==> config.mk <==
export PLATFORM = sky130hd
export DESIGN_NAME = spi_arbiter
export DESIGN_NICKNAME = d
export VERILOG_FILES = /design/src/rtl/spi_arbiter.sv
export SDC_FILE = /design/constraint.sdc
export NUM_CORES = 1
export LEC_CHECK = 0
export CORE_AREA = 2 2 44 77
export DETAILED_ROUTE_END_ITERATION = 10
export DIE_AREA = 0 0 46 79
export MAX_ROUTING_LAYER = met4
export PLACE_DENSITY = 0.82
export SYNTH_ARGS = -nofsm -noshare
export SYNTH_HDL_FRONTEND = slang
export SYNTH_SLANG_ARGS = --single-unit
==> constraint.sdc <==
create_clock -name clk -period 3.3 [get_ports clk]
set_clock_uncertainty 0.15 [all_clocks]
set_input_delay 0.99 -clock clk [delete_from_list [all_inputs] [get_ports clk]]
set_output_delay 0.99 -clock clk [all_outputs]
set_load 0.005 [all_outputs]
==> src/rtl/spi_arbiter.sv <==
// Two-requester round-robin arbiter in front of a byte-wide SPI master.
// Optional HOLD timeout is compiled in with `define SPI_ARB_TIMEOUT_EN.
module spi_arbiter #(
  parameter int unsigned IDLE_LIMIT = 255
) (
  input  logic       clk,
  input  logic       reset,
  input  logic       r0_req,
  input  logic       r1_req,
  output logic       r0_gnt,
  output logic       r1_gnt,
  input  logic       r0_tx_valid,
  input  logic [7:0] r0_tx_data,
  input  logic       r0_last,
  input  logic       r1_tx_valid,
  input  logic [7:0] r1_tx_data,
  input  logic       r1_last,
  output logic       r0_tx_ready,
  output logic       r1_tx_ready,
  output logic       r0_rx_valid,
  output logic       r1_rx_valid,
  output logic [7:0] rx_data,
  output logic       m_start,
  output logic [7:0] m_tx_data,
  input  logic       m_busy,
  input  logic       m_done,
  input  logic [7:0] m_rx_data,
  output logic       ss_n,
  output logic       timeout
);

  typedef enum logic [2:0] {
    S_IDLE,
    S_SELECT,
    S_HOLD,
    S_XFER,
    S_DESELECT
  } state_t;

  state_t      state_q, state_d;
  logic        owner_q, owner_d;
  logic        rr_q, rr_d;
  logic        last_q, last_d;
  logic [1:0]  gnt_q, gnt_d;
  logic        ss_n_q, ss_n_d;
  logic        m_start_q, m_start_d;
  logic [7:0]  m_tx_data_q, m_tx_data_d;
  logic [7:0]  rx_data_q, rx_data_d;
  logic [1:0]  rx_valid_q, rx_valid_d;
  logic        active_d;
  logic        expire;
  logic        own_req, own_valid, own_last;
  logic [7:0]  own_data;
  logic        tx_ready_c;
  logic        accept;

  assign own_req   = owner_q ? r1_req      : r0_req;
  assign own_valid = owner_q ? r1_tx_valid : r0_tx_valid;
  assign own_last  = owner_q ? r1_last     : r0_last;
  assign own_data  = owner_q ? r1_tx_data  : r0_tx_data;

  // Ready follows m_busy in the same cycle so acceptance never races the master.
  assign tx_ready_c = (state_q == S_HOLD) && !m_busy && own_req && !expire;
  assign accept     = tx_ready_c && own_valid;

  always_comb begin
    state_d     = state_q;
    owner_d     = owner_q;
    rr_d        = rr_q;
    last_d      = last_q;
    m_start_d   = 1'b0;
    m_tx_data_d = m_tx_data_q;
    rx_data_d   = rx_data_q;
    rx_valid_d  = 2'b00;
    case (state_q)
      S_IDLE: begin
        if (r0_req || r1_req) begin
          state_d = S_SELECT;
          owner_d = (r0_req && r1_req) ? rr_q : r1_req;
        end
      end
      S_SELECT: state_d = S_HOLD;
      S_HOLD: begin
        if (!own_req || expire) begin
          state_d = S_DESELECT;
        end else if (accept) begin
          state_d     = S_XFER;
          m_start_d   = 1'b1;
          m_tx_data_d = own_data;
          last_d      = own_last;
        end
      end
      S_XFER: begin
        if (m_done) begin
          rx_data_d  = m_rx_data;
          rx_valid_d = owner_q ? 2'b10 : 2'b01;
          state_d    = (last_q || !own_req) ? S_DESELECT : S_HOLD;
        end
      end
      S_DESELECT: state_d = S_IDLE;
      default:    state_d = S_IDLE;
    endcase
    // The requester just served loses the next tie.
    if (state_d == S_DESELECT && state_q != S_DESELECT) begin
      rr_d = !owner_q;
    end
    active_d = (state_d == S_SELECT) || (state_d == S_HOLD) || (state_d == S_XFER);
    ss_n_d   = !active_d;
    gnt_d    = active_d ? (owner_d ? 2'b10 : 2'b01) : 2'b00;
  end

  always_ff @(posedge clk or posedge reset) begin
    if (reset) begin
      state_q     <= S_IDLE;
      owner_q     <= 1'b0;
      rr_q        <= 1'b0;
      last_q      <= 1'b0;
      gnt_q       <= 2'b00;
      ss_n_q      <= 1'b1;
      m_start_q   <= 1'b0;
      m_tx_data_q <= 8'h00;
      rx_data_q   <= 8'h00;
      rx_valid_q  <= 2'b00;
    end else begin
      state_q     <= state_d;
      owner_q     <= owner_d;
      rr_q        <= rr_d;
      last_q      <= last_d;
      gnt_q       <= gnt_d;
      ss_n_q      <= ss_n_d;
      m_start_q   <= m_start_d;
      m_tx_data_q <= m_tx_data_d;
      rx_data_q   <= rx_data_d;
      rx_valid_q  <= rx_valid_d;
    end
  end

`ifdef SPI_ARB_TIMEOUT_EN
  localparam int unsigned CNT_W = (IDLE_LIMIT < 2) ? 1 : $clog2(IDLE_LIMIT + 1);

  logic [CNT_W-1:0] cnt_q, cnt_d;
  logic             timeout_q, timeout_d;

  // cnt holds the number of HOLD cycles spent so far, restarting on each HOLD entry.
  always_comb begin
    cnt_d     = '0;
    timeout_d = 1'b0;
    if (state_d == S_HOLD) begin
      cnt_d     = (state_q == S_HOLD) ? cnt_q + CNT_W'(1) : CNT_W'(1);
      timeout_d = (cnt_d == CNT_W'(IDLE_LIMIT));
    end
  end

  always_ff @(posedge clk or posedge reset) begin
    if (reset) begin
      cnt_q     <= '0;
      timeout_q <= 1'b0;
    end else begin
      cnt_q     <= cnt_d;
      timeout_q <= timeout_d;
    end
  end

  assign expire  = timeout_q;
  assign timeout = timeout_q;
`else
  localparam int unsigned unused_idle_limit = IDLE_LIMIT;

  assign expire  = 1'b0;
  assign timeout = 1'b0;
`endif

  assign r0_gnt      = gnt_q[0];
  assign r1_gnt      = gnt_q[1];
  assign r0_tx_ready = tx_ready_c && !owner_q;
  assign r1_tx_ready = tx_ready_c && owner_q;
  assign r0_rx_valid = rx_valid_q[0];
  assign r1_rx_valid = rx_valid_q[1];
  assign rx_data     = rx_data_q;
  assign m_start     = m_start_q;
  assign m_tx_data   = m_tx_data_q;
  assign ss_n        = ss_n_q;

endmodule

==> impl_metrics.tcl <==
set metrics [dict create \
    wirelength_mm 2.72 \
    cts_max_path_buffers 2 \
    core_mm2 0.00304 \
    grt_usage 0.163 \
    finalNetCount 203 \
    hpwl_mm 2.24 \
    place_inst 193 \
    final_common_cell "clkdlybuf4s50_1" \
    min-delay-path-class "flop to flop" \
    drc_errors 0 \
    grt_max_degree 22 \
    p_per_area_mw_per_mm2 819 \
    worstRegToRegCells 6 \
    drt_first_pass_iters 4 \
    final_layout_size_suffix_gt1_frac 0.220 \
    peakVddDrop_mv 0.510 \
    wl_per_cell_um 13.8 \
    synthXorXnorAreaFrac 0 \
    worstSetupPathType "input port to output port" \
    hold_viol 0 \
    critPathLaunchType "input port" \
    max_stage_delay_ns 0.54 \
    cts.clk_slew.worst_paths_ns 0.10 \
    yosysTopAreaCell "dfrtp_1" \
    syn_avg_cell_area_um2 12.2 \
    yosys.area_share.simple 0.114 \
    synth_top_area_share 0.527 \
    cap_viol_max_count 0 \
    die_h_um 79 \
    grt_pass1_wl_mm 4.32 \
    finalNonFillerCells 197 \
    cts_tree "built" \
    worstPathCellList "dlygate4sd2_1 > or4b_4 > nor2_1 > buf_2" \
    seqCellArea_um2 702 \
    cts.sinks 28 \
    rsz0062_at_grt "no" \
    initial_core_util 0.421 \
    outcome "finished, final reports clean" \
    arrival_ns 1.98 \
    cts_made_buffers 3 \
    grt.overflow.total 0 \
    syn_area_mm2 0.00128 \
    drtIter0Drc 14 \
    p_sw_frac 0.308 \
    crit_required_ns 2.16 \
    multiInputGateArea_um2 523 \
    share_comb_of_total_power 0.448 \
    grt_pass1_vias 1017 \
    drt-vias-per-instance 5.08 \
    setup-violations-final 0 \
    intPower_mw 1.11 \
    slowest_stage "or4b_4" \
    pin_count 59 \
    timing.final.crit_share 0.945 \
    io_buffers 57 \
    antenna_found_initial 0 \
    drv_slew 0 \
    syn_inst 105 \
    fmax_mhz 321 \
    postCtsSetupBuffers 0 \
    synth_compound_area_frac 0.139 \
    cp_max_fo 3 \
    n_fill_cell 246 \
    rows 27 \
    die_x_um 46 \
    leakage_nw 0.858 \
    synth_top_family_by_area "multiplexers" \
    min_period_ns 3.12 \
    min_path_cells 1 \
    dr_total_vias 1001 \
    synth_cell_types 27 \
    routabilityCongestion 0.743 \
    ys_warn_count 0 \
    areaGrowthSynthToFinish_pct 52.9 \
    dieArea_mm2 0.00363 \
    async_flop_share 1.00 \
    synth_area_leaders "dfrtp_1 53%, mux2i_1 7.0%, mux2_2 7.0%" \
    p_seq_frac 0.388 \
    synthMuxAreaShare 0.152 \
    synth_ff_type "dfrtp_1" \
    antenna_cells 0 \
    end_kind "output port" \
    clock-root-buffer "clkbuf_8" \
    htreeDepth 1 \
    synth_edf_count 0 \
    synthesis.nets 139 \
    final_cell_mix "54 x clkdlybuf4s50_1, 27 x dfrtp_1, 16 x nor2_1" \
    netSwitchingPower_mw 0.494 \
    antenna_left 0 \
    power_frac_clock 0.164 \
    seq_area_frac_synth 0.548 \
    synth-seq-cells 28 \
    clkLatencyLatePin_ns 0.27 \
    yosys.area_share.adder 0 \
    power.total_mw 1.60 \
]
==> sequential cells by signal (all words and copies together) (netlist names) <==
| signal | count |
|---|---|
| m_tx_data | 8 |
| rx_data | 8 |
| state_q | 3 |
| gnt_q | 2 |
| rx_valid_q | 2 |
| last_q | 1 |
| m_start | 1 |
| owner_q | 1 |
| rr_q | 1 |
| ss_n | 1 |
==> final cells by class <==
class,instances,area share
clock buffers,3,0.0211
clock inverters,1,0.0153
inverters,4,0.00766
multi-input cells,68,0.267
flip-flops and latches,28,0.358
well taps,29,0.0185
repair buffers,64,0.312
==> cells in the mapped netlist (2+ instances only) <==
cell	count
buf_4	2
nand3_1	2
nor2b_1	4
mux2i_1	9
dfrtp_1	27
nor2_1	16
a21oi_1	2
mux2_2	8
inv_1	4
a21oi_2	9
nand2_1	5
buf_6	2
==> timing repair <==
action                     CTS  global route
hold buffers                 0             0
setup endpoints to repair    2             0
resized for setup            9             0
==> power by group through the flow <==
stage,sequential [mW],clock (mW),combinational [mW]
CTS,0.624,0.269,0.731
global placement,0.620,0,0.706
finish,0.622,0.264,0.719
global route,0.644,0.284,0.782
detailed placement,0.633,0,0.730
floorplan,0.604,0,0.390
==> kinds of logic (layout without fill, tap and decap cells) <==
| family | after synthesis | after routing |
|---|---|---|
| AOI/OAI and AO/OA | 18 | 18 |
| muxes | 18 | 18 |
| other | 1 | 1 |
| DFF | 28 | 28 |
| and+or+nand+nor | 31 | 31 |
| buffers and inverters | 9 | 72 |
==> layer usage <==
layer	track usage	up-vias	share of wire	wire, um
met1	0.180	478	0.36	975
met5	-	-	0	0
met3	0.0273	4	0.050	135
met4	0.0486	0	0.010	28
met2	0.285	37	0.58	1580
li1	-	482	-	-
==> path summary, 6_finish.rpt <==
kind,from,endpoint,slack (ns)
max,m_busy,r1_tx_ready,0.18
min,rx_data[2],rx_data[2],0.36
max reg2reg,state_q[2],gnt_q[1],1.31
min reg2reg,rx_data[2],rx_data[2],0.36
max in group asynchronous,reset,state_q[1],1.70
min in group asynchronous,reset,rx_data[1],0.83
==> worst max-delay path, delay by kind of cell <==
| family | cells | cell delay [ns] |
|---|---|---|
| simple gates | 2 | 0.63 |
| buf+inv | 2 | 0.35 |
==> through the flow <==
step / setup slack (ns) / area, um2 / TNS (ns) / hold WS (ns) / util
floorplan: 0.532 / 1280 / 0 / 0.338 / -
global placement: -0.327 / 1900 / -0.652 / 0.342 / 0.625
detailed placement: -0.365 / 1900 / -0.716 / 0.344 / 0.625
CTS: 0.173 / 1960 / 0 / 0.367 / 0.644
global route: 0.164 / 1960 / 0 / 0.393 / 0.644
finish: 0.181 / 1960 / 0 / 0.365 / 0.644
(Power assumes the default switching activity.)
